File: src/rtl/three_input_nand_tester_if.sv
// Signal bundle between the NAND self-test initiator (master) and the board/gate side (slave).
// Handshake: start is a level sampled only in IDLE; done is a one-cycle pulse, and results are valid while done=1.
interface three_input_nand_tester_if;
    logic       start;
    logic       d;
    logic       a;
    logic       b;
    logic       c;
    logic       busy;
    logic       done;
    logic       pass;
    logic [3:0] err_count;
    logic [7:0] fail_vec;

    modport master (
        input  start, d,
        output a, b, c, busy, done, pass, err_count, fail_vec
    );

    modport slave (
        output start, d,
        input  a, b, c, busy, done, pass, err_count, fail_vec
    );
endinterface

File: src/rtl/three_input_nand_tester.sv
// Sweeps all eight {a,b,c} vectors into a three-input NAND, samples d after a settle time
// and records mismatches per vector, with a pass flag and a mismatch count.
module three_input_nand_tester #(
    parameter int unsigned SETTLE_CYCLES = 2
) (
    input  logic                        clk,
    input  logic                        rst,
    three_input_nand_tester_if.master   bus,
    output logic [1:0]                  state_o
);

    typedef enum logic [1:0] {
        IDLE   = 2'd0,
        SETTLE = 2'd1,
        SAMPLE = 2'd2,
        DONE   = 2'd3
    } state_t;

    localparam int unsigned CW = (SETTLE_CYCLES > 1) ? $clog2(SETTLE_CYCLES) : 1;
    localparam logic [CW-1:0] CNT_LAST = CW'(SETTLE_CYCLES - 1);

    state_t        state_q;
    logic [2:0]    vec_q;
    logic [CW-1:0] cnt_q;
    logic          busy_q;
    logic          done_q;
    logic          pass_q;
    logic [3:0]    err_q;
    logic [7:0]    fail_q;

    logic          mismatch;
    logic [3:0]    err_d;
    logic [7:0]    fail_d;

    // vec_q drives the gate directly, so {a,b,c} is the vector being checked.
    always_comb begin
        mismatch = (bus.d != ~(&vec_q));
        err_d    = err_q;
        fail_d   = fail_q;
        if (mismatch) begin
            err_d          = err_q + 4'd1;
            fail_d[vec_q]  = 1'b1;
        end
    end

    always_ff @(posedge clk) begin
        if (rst) begin
            state_q <= IDLE;
            vec_q   <= 3'd0;
            cnt_q   <= '0;
            busy_q  <= 1'b0;
            done_q  <= 1'b0;
            pass_q  <= 1'b0;
            err_q   <= 4'd0;
            fail_q  <= 8'h00;
        end else begin
            done_q <= 1'b0;
            case (state_q)
                IDLE: begin
                    if (bus.start) begin
                        vec_q   <= 3'd0;
                        cnt_q   <= '0;
                        err_q   <= 4'd0;
                        fail_q  <= 8'h00;
                        pass_q  <= 1'b0;
                        busy_q  <= 1'b1;
                        state_q <= SETTLE;
                    end
                end
                SETTLE: begin
                    if (cnt_q == CNT_LAST) begin
                        state_q <= SAMPLE;
                    end else begin
                        cnt_q <= cnt_q + CW'(1);
                    end
                end
                SAMPLE: begin
                    err_q  <= err_d;
                    fail_q <= fail_d;
                    // The final verdict must include the vector-7 sample taken this cycle.
                    if (vec_q == 3'd7) begin
                        pass_q  <= (err_d == 4'd0);
                        done_q  <= 1'b1;
                        state_q <= DONE;
                    end else begin
                        vec_q   <= vec_q + 3'd1;
                        cnt_q   <= '0;
                        state_q <= SETTLE;
                    end
                end
                DONE: begin
                    busy_q  <= 1'b0;
                    state_q <= IDLE;
                end
                default: state_q <= IDLE;
            endcase
        end
    end

    assign bus.a         = vec_q[2];
    assign bus.b         = vec_q[1];
    assign bus.c         = vec_q[0];
    assign bus.busy      = busy_q;
    assign bus.done      = done_q;
    assign bus.pass      = pass_q;
    assign bus.err_count = err_q;
    assign bus.fail_vec  = fail_q;
    assign state_o       = state_q;

endmodule

File: src/flat_wrapper.sv
// flat-port wrapper written by rule: the top's interface ports become plain ports
module three_input_nand_tester_flat 
#(
    parameter int unsigned SETTLE_CYCLES = 2
)
  (clk, rst, state_o, bus_start, bus_d, bus_a, bus_b, bus_c, bus_busy, bus_done, bus_pass, bus_err_count, bus_fail_vec);
  three_input_nand_tester_if bus_i ();
  input  logic clk;
  input  logic rst;
  output logic [1:0] state_o;
  input wire logic [$bits(bus_i.start)-1:0] bus_start;
  input wire logic [$bits(bus_i.d)-1:0] bus_d;
  output wire logic [$bits(bus_i.a)-1:0] bus_a;
  output wire logic [$bits(bus_i.b)-1:0] bus_b;
  output wire logic [$bits(bus_i.c)-1:0] bus_c;
  output wire logic [$bits(bus_i.busy)-1:0] bus_busy;
  output wire logic [$bits(bus_i.done)-1:0] bus_done;
  output wire logic [$bits(bus_i.pass)-1:0] bus_pass;
  output wire logic [$bits(bus_i.err_count)-1:0] bus_err_count;
  output wire logic [$bits(bus_i.fail_vec)-1:0] bus_fail_vec;
  assign bus_i.start = bus_start;
  assign bus_i.d = bus_d;
  assign bus_a = bus_i.a;
  assign bus_b = bus_i.b;
  assign bus_c = bus_i.c;
  assign bus_busy = bus_i.busy;
  assign bus_done = bus_i.done;
  assign bus_pass = bus_i.pass;
  assign bus_err_count = bus_i.err_count;
  assign bus_fail_vec = bus_i.fail_vec;
  three_input_nand_tester #(.SETTLE_CYCLES(SETTLE_CYCLES)) u_core (.clk(clk), .rst(rst), .bus(bus_i), .state_o(state_o));
endmodule
File: config.mk
export PLATFORM = sky130hd
export DESIGN_NAME = three_input_nand_tester_flat
export DESIGN_NICKNAME = d
export VERILOG_FILES = /design/src/rtl/three_input_nand_tester_if.sv /design/src/rtl/three_input_nand_tester.sv /design/src/flat_wrapper.sv
export SDC_FILE = /design/constraint.sdc
export NUM_CORES = 1
export LEC_CHECK = 0
export CAP_MARGIN = 20
export CORE_AREA = 4 4 50 52
export DETAILED_ROUTE_END_ITERATION = 10
export DIE_AREA = 0 0 54 56
export PLACE_DENSITY = 0.83
export SLEW_MARGIN = 15
export SYNTH_ARGS = -nofsm -noshare
export SYNTH_HDL_FRONTEND = slang
export SYNTH_SLANG_ARGS = --single-unit
File: constraint.sdc
create_clock -name clk -period 2.23 [get_ports clk]
set_clock_uncertainty 0.1 [all_clocks]
set_input_delay 0.223 -clock clk [delete_from_list [all_inputs] [get_ports clk]]
set_output_delay 0.223 -clock clk [all_outputs]
set_load 0.1 [all_outputs]
==> metrics.md <==
| Metric | Value |
|---|---|
| WL/cell | 12.7 um |
| Main combinational cell family by area after synthesis | compound AO/OA/AOI/OAI gates |
| Post-route setup TNS | 0 ns |
| Antenna cells | 0 |
| Synth area leader | dfxtp_1 |
| Number of remaining DRC errors | 0 |
| First-pass GRT wire length | 3.36 mm |
| Starting density of the core | 44.6% |
| Internal power | 0.477 mW |
| R2R Path End | u_core.bus.pass$_SDFFE_PP0P_ |
| Largest net degree at the start of global routing | 15 |
| Critical path startpoint category | flop |
| Cells after Synth | 105 |
| Sequential area share after synthesis | 44.7% |
| Placed inst area | 0.00114 mm2 |
| Gate power share | 14.8% |
| Multi-input gate area | 487 um2 |
| Crit path capture | u_core.bus.pass$_SDFFE_PP0P_ |
| I/O Pins | 24 |
| Final ANT Viol Nets | 0 |
| Post-Synth Simple-Gate Area | 20.6% |
| Top cell type's share of synthesized area | 44.7% |
| Post-cts sizing count | 0 |
| Maxcap violations | 0 |
| Status | finished clean |
| Worst Path Required | 2.40 ns |
| Initial antenna violation count | 0 |
| 1st-iter DRT viols | 16 |
| H-tree levels | 1 |
| Area Overhead vs Synth | 24.4% |
| Clock power frac | 27.4% |
| Setup repair bufs after CTS | 0 |
| Compound-cell area share of the yosys netlist | 21.7% |
| Final Cell Area | 0.00117 mm2 |
| TritonCTS clock tree | done |
| Post-CTS Hold Buffers | 0 |
| #FFs+latches synth | 21 |
| Synth Area in Adders | 3.99% |
| Congestion Overflow GR | 0 |
| Critical path peak fanout | 8 |
| WP data arrival | 2.08 ns |
| Net switching power | 0.199 mW |
| FF+latch area | 424 um2 |
| Vias in the first global route | 752 |
| Post-Synthesis Cell Area | 940 um2 |
| IR drop worst, VDD | 0.376 mV |
| Layout cells sized above 1 | 25.6% |
| XOR/XNOR Fraction of Synth Area | 4.39% |
| Relative slew slack | 65.1% |
| Post-synth EDFFs | 0 |
| Hold slack | 0.388 ns |
| DR vias/cell | 5.34 |
| Crit Path Class | reg -> reg |
| Die extent in x | 54 um |
| Std cell rows | 17 |
| Power Dens Cells | 578 mW/mm2 |
| Hold crit path type | reg -> reg |
| Routability congestion estimate | 0.843 |
| Tmin final | 1.91 ns |
| Tcrit/Tclk final | 85.8% |
| Dpl hpwl | 1.49 mm |
| Worst Tran Pin Value | 0.522 ns |
| DIE HEIGHT | 56 um |
| FF-to-FF setup slack | 0.32 ns |
| Clock slew at reported path FFs | 0.12 ns |
| Worst skew pair latency | 0.31 ns |
| Via count | 838 |
| GRT Total Usage | 14.9% |
| Final Setup Violations | 0 |
| Clk buf depth | 2 |
| Most common cell in the netlist | dfxtp_1 |
| Hold Vio Cnt, Final | 0 |
| Synth warnings | 0 |
| Root buf cell | clkbuf_4 |
| Core ar. | 0.00211 mm2 |
| Max Freq | 523 MHz |
| DRT Wirelength | 2.00 mm |
| Switch share | 29.4% |
| Reg2Reg Launch Point | u_core.vec_q[0]$_SDFFE_PP0P_ |
| Final #Nets | 137 |
| Mux cell area share after synthesis | 1.07% |
| Critical Path Start | u_core.vec_q[0]$_SDFFE_PP0P_ |
| P_leak | 0.500 nW |
| CTS sink cnt | 21 |
| RSZ-0062 raised after global routing | no |
| Reg power frac | 57.8% |
| Fraction of registers with async set/reset | 0% |
| Synth cell types | 35 |
| Fill cells | 187 |
| Synthesized net count | 112 |
| Avg Cell Area, Syn | 8.95 um2 |
| Input/output buffers | 23 |
| Final Max Slew Viols | 0 |
| Post-synth top cells | dfxtp_1 (21), nor2_1 (18), a21oi_1 (8), a31oi_1 (7) |
| Die area | 0.00302 mm2 |
| Top cells by area, synth | dfxtp_1 (45%), nor2_1 (7.2%), a31oi_1 (4.7%), a21oi_1 (4.3%), ha_1 (4.0%) |
| First drt pass iteration count | 4 |
| CTS buffer count | 3 |
| CP endpoint kind | flop |
| Register-to-Register Path Depth | 6 |
| Leading register cell type out of synthesis | dfxtp_1 |
[placed cells by master (no fill, tap or decap), types with 2 or more instances in the layout]
cell type,Yosys,final
a21oi_1,8,8
a22o_1,2,2
a2bb2oi_1,2,2
a31oi_1,7,7
a41oi_1,2,2
buf_4,0,21
clkbuf_4,0,3
clkdlybuf4s50_1,0,3
dfxtp_1,21,18
dfxtp_2,0,3
ha_1,3,3
nand2_1,4,4
nand2b_1,3,3
nor2_1,18,18
nor2b_1,4,4
nor3_1,3,3
nor3b_1,3,3
o21ai_1,3,3
[power groups by stage]
stage                     clock network, mW  logic (mW)  registers, mW
after floorplan                           0      0.0403          0.434
after global placement                    0      0.0988          0.399
after detailed placement                  0      0.0997          0.399
after CTS                             0.193       0.100          0.391
after global routing                  0.208       0.107          0.393
final                                 0.185      0.0997          0.391
[cell families after synthesis]
family                   after synthesis
flip-flops                            21
XOR/XNOR                               3
buffers and inverters                  6
AO/OA/AOI/OAI                         31
AND/OR/NAND/NOR                       40
adder cells (fa/ha/maj)                3
multiplexers                           1
[per-stage QoR]
step | utilization (%) | total power [mW] | worst slack [ns] | cells
detailed placement | 54.2 | 0.499 | 0.326 | 153
floorplan | - | 0.474 | 0.153 | 105
global route | 55.5 | 0.708 | 0.122 | 157
global placement | 54.2 | 0.498 | 0.410 | 153
CTS | 55.5 | 0.684 | 0.298 | 157
finish | 55.5 | 0.676 | 0.317 | 157
[area by class of cell]
class                           count  share of cell area (%)
Multi-Input combinational cell     78                    41.6
Sequential cell                    21                    36.3
Clock buffer                        3                    1.93
Inverter                            2                   0.642
Clock inverter                      1                   0.428
Tap cell                           28                    3.00
Timing Repair Buffer               24                    16.1
[state kept, by name (all words and copies together) (netlist names)]
name	cells
u_core.bus.pass	1
u_core.bus.busy	1
u_core.cnt_q	1
u_core.state_o	2
u_core.vec_q	3
u_core.bus.fail_vec	8
u_core.bus.done	1
u_core.bus.err_count	4
[how the worst min path moves through the flow]
| stage | cells after the start | slack (ns) | to | start |
|---|---|---|---|---|
| after floorplan | 1 | 0.21 | u_core.bus.done$_SDFF_PP0_ | rst |
| after global placement | 2 | 0.36 | u_core.bus.fail_vec[2]$_SDFFE_PP0P_ | u_core.bus.fail_vec[2]$_SDFFE_PP0P_ |
| after detailed placement | 2 | 0.36 | u_core.bus.fail_vec[2]$_SDFFE_PP0P_ | u_core.bus.fail_vec[2]$_SDFFE_PP0P_ |
| after CTS | 2 | 0.39 | u_core.bus.fail_vec[2]$_SDFFE_PP0P_ | u_core.bus.fail_vec[2]$_SDFFE_PP0P_ |
| after global routing | 2 | 0.41 | u_core.bus.fail_vec[3]$_SDFFE_PP0P_ | u_core.bus.fail_vec[3]$_SDFFE_PP0P_ |
| final | 2 | 0.39 | u_core.bus.fail_vec[3]$_SDFFE_PP0P_ | u_core.bus.fail_vec[3]$_SDFFE_PP0P_ |
[layer usage]
metal	global-route usage [%]	vias up	share of wire, %
met5	0	-	0
met4	8.54	0	1.9
met1	20.6	391	46
met3	2.41	4	5.0
li1	-	424	-
met2	21.3	19	47
[critical path, cell delays in order (launching register included)]
cell and delay, ns:
dfxtp_2 0.37, ha_1 0.20, ha_1 0.31, xor2_2 0.25
o21a_2 0.24, nor4_1 0.25, a21o_1 0.15
(Power assumes the default switching activity.)
==> RTL edit, RTL diff (same settings) <==
Make the reset (`rst`) asynchronous in one clocked block.
--- a/src/rtl/three_input_nand_tester.sv
+++ b/src/rtl/three_input_nand_tester.sv
@@ -44,5 +44,5 @@
     end
 
-    always_ff @(posedge clk) begin
+    always_ff @(posedge clk or posedge rst) begin
         if (rst) begin
             state_q <= IDLE;
Behaviour: differs if rst is asserted again (counterexample within 4 cycles, from zero or initial values and one cycle with rst high); with rst held inactive, the same outputs for 10 cycles.
==> RTL edit against the unedited design <==
- maximum frequency fell by 8.5%
- non-clock buffer count unchanged
- synthesized cell count is 10% lower
- sequential cell count unchanged
- critical path depth is the same
- routed wire length increased by 1.3%
- worst setup slack worse by 0.18 ns
- cell area grew 5.1%
- core utilization is 2.9 points higher
- final cell count decreased by 7.0%
- area after synthesis rose by 6.5%
- critical path type unchanged
- critical endpoint is now u_core.bus.fail_vec[5]
Power is not compared: it rests on default switching activity, and its combinational part moved more than twofold at a synthesized area within 25%.
==> RTL edit: results (changes against the unedited design) <==
| Step | Item | Value | Change |
|---|---|---|---|
| cells and area | Count of antenna diodes in the layout | 0 | unchanged |
| place | Half-perimeter wire length of the detailed placement result | 1480 um | was 1490 um |
| global routing | Overflow after GRT | 0 | unchanged |
| timing | Relative slew slack | 60.3% | was 65.1% |
| setup path | Capturing element of the worst setup path | u_core.bus.fail_vec[5] | was u_core.bus.pass |
| clock network | Maximum buffer depth of the clock tree | 2 | unchanged |
| drt | Pre-antenna DRT Iters | 5 | was 4 |
| global routing | Maximum number of pins on one net before global-route repair | 18 | was 15 |
| yosys | Sequential area share after synthesis | 52.5% | was 44.7% |
| yosys | Synthesized net count | 101 | was 112 |
| setup path | Cell class contributing the biggest share of worst-path delay | simple AND/OR/NAND/NOR gates | was adder cells |
| hold path | Tightest Hold Check Type | in -> async | was reg -> reg |
| timing | Final hold violations | 0 | unchanged |
| global routing | First-pass GRT wire length | 3380 um | was 3360 um |
| clock network | Level count of the clock H-tree | 1 | unchanged |
| setup path | Kind of start point of the critical path | flip-flop | unchanged |
| floorplanning | Initial Utilization | 47.5% | was 44.6% |
| global routing | Total track usage | 14.9% | about the same |
| drt | Detailed Route Iter0 Violations | 21 | was 16 |
| yosys | Main area contributors after synthesis | dfrtp_1 (53%), a22o_1 (6.1%), nor2_1 (4.9%) | was dfxtp_1 (45%), nor2_1 (7.2%), a31oi_1 (4.7%) |
| setup path | Launch point of the worst reg-to-reg path | u_core.vec_q[1] | was u_core.vec_q[0] |
| cells and area | Ratio of cells with drive above 1 in the final layout | 26.3% | was 25.6% |
| setup path | Arrival time at the worst endpoint | 2.22 ns | was 2.08 ns |
| run status | Result of the run | completed | unchanged |
| yosys | Async set-reset flop share out of synthesis | 100% | was 0% |
| setup path | Maximum fanout along the worst path | 9 | was 8 |
| timing | Highest clock frequency the design can meet | 479 MHz | was 523 MHz |
| place | IO buf count | 23 | unchanged |
| yosys | Synth Warn # | 0 | unchanged |
| yosys | Number of unique standard cell types used by synthesis | 30 | was 35 |
| place | Final GP Congestion | 0.864 | was 0.843 |
| drt | Total wire length after detailed routing | 2020 um | was 2000 um |
| global routing | Vias in the first global route | 714 | was 752 |
| drt | Avg Vias per Cell | 5.49 | was 5.34 |
| setup path | Max stage delay cell, worst path | dfrtp_2 | was dfxtp_2 |
| yosys | List of most frequent post-synthesis cells | dfrtp_1 (21), nor2_1 (13), a22o_1 (7), nand2_1 (7), a21oi_1 (6) | was dfxtp_1 (21), nor2_1 (18), a21oi_1 (8), a31oi_1 (7) |
| place | Post-place setup slack | 0.204 ns | was 0.326 ns |
| cells and area | Final Net Count | 126 | was 137 |
| setup path | Maximum cell stage delay along the critical path | 0.48 ns | was 0.37 ns |
-- RTL edit: cell type report --
type,count,area (sq um)
fill,172,877
sequential,21,529
multi-input combinational,66,439
timing repair buffer,24,188
tap,28,35.0
clock buffer,4,26.3
inverter,3,11.3
-- RTL edit: worst min-delay path by stage --
stage / endpoint / slack (ns) / depth (start not counted)
6_report: u_core.bus.err_count[1] / 0.08 / 2
5_1_grt: u_core.bus.fail_vec[3] / 0.12 / 2
4_1_cts: u_core.bus.err_count[1] / 0.1 / 2
3_5_place_dp: u_core.bus.busy / 0.37 / 1
3_3_place_gp: u_core.bus.busy / 0.37 / 1
2_1_floorplan: u_core.bus.busy / 0.1 / 1
-- RTL edit: stage by stage --
stage | instances | instance area, sq um | total power, mW | utilization (%)
after floorplan | 94 | 1000 | 1.32 | -
after global placement | 142 | 1200 | 1.50 | 57.1
after detailed placement | 142 | 1200 | 1.51 | 57.1
after CTS | 146 | 1230 | 1.69 | 58.3
after global routing | 146 | 1230 | 1.77 | 58.3
final | 146 | 1230 | 1.68 | 58.3
-- RTL edit: logic make-up (layout without fill, tap and decap cells) --
logic type | Yosys count | in the layout | synth area share (%)
adders and majority gates | 3 | 3 | 3.75
xor gates and xnor gates | 4 | 4 | 4.25
DFF | 21 | 21 | 52.5
buffers and inverters | 7 | 31 | 3.62
and+or+nand+nor | 30 | 30 | 14.0
muxes | 3 | 3 | 3.13
AOI/OAI and AO/OA | 26 | 26 | 18.7
-- RTL edit: power by group --
part	total [mW]	switching, mW	leakage (nW)	internal [mW]
sequential	0.599	0.139	0.278	0.460
combinational	0.904	0.681	0.331	0.223
clock	0.181	0.111	0.0150	0.0697
total	1.68	0.931	0.624	0.752
-- RTL edit: layer usage --
layer	share of wire, %	up-vias	track usage (%)
met4	1.5	0	5.34
li1	-	381	-
met5	0	-	0
met1	44	390	21.8
met2	50	26	22.0
met3	4.4	4	2.41
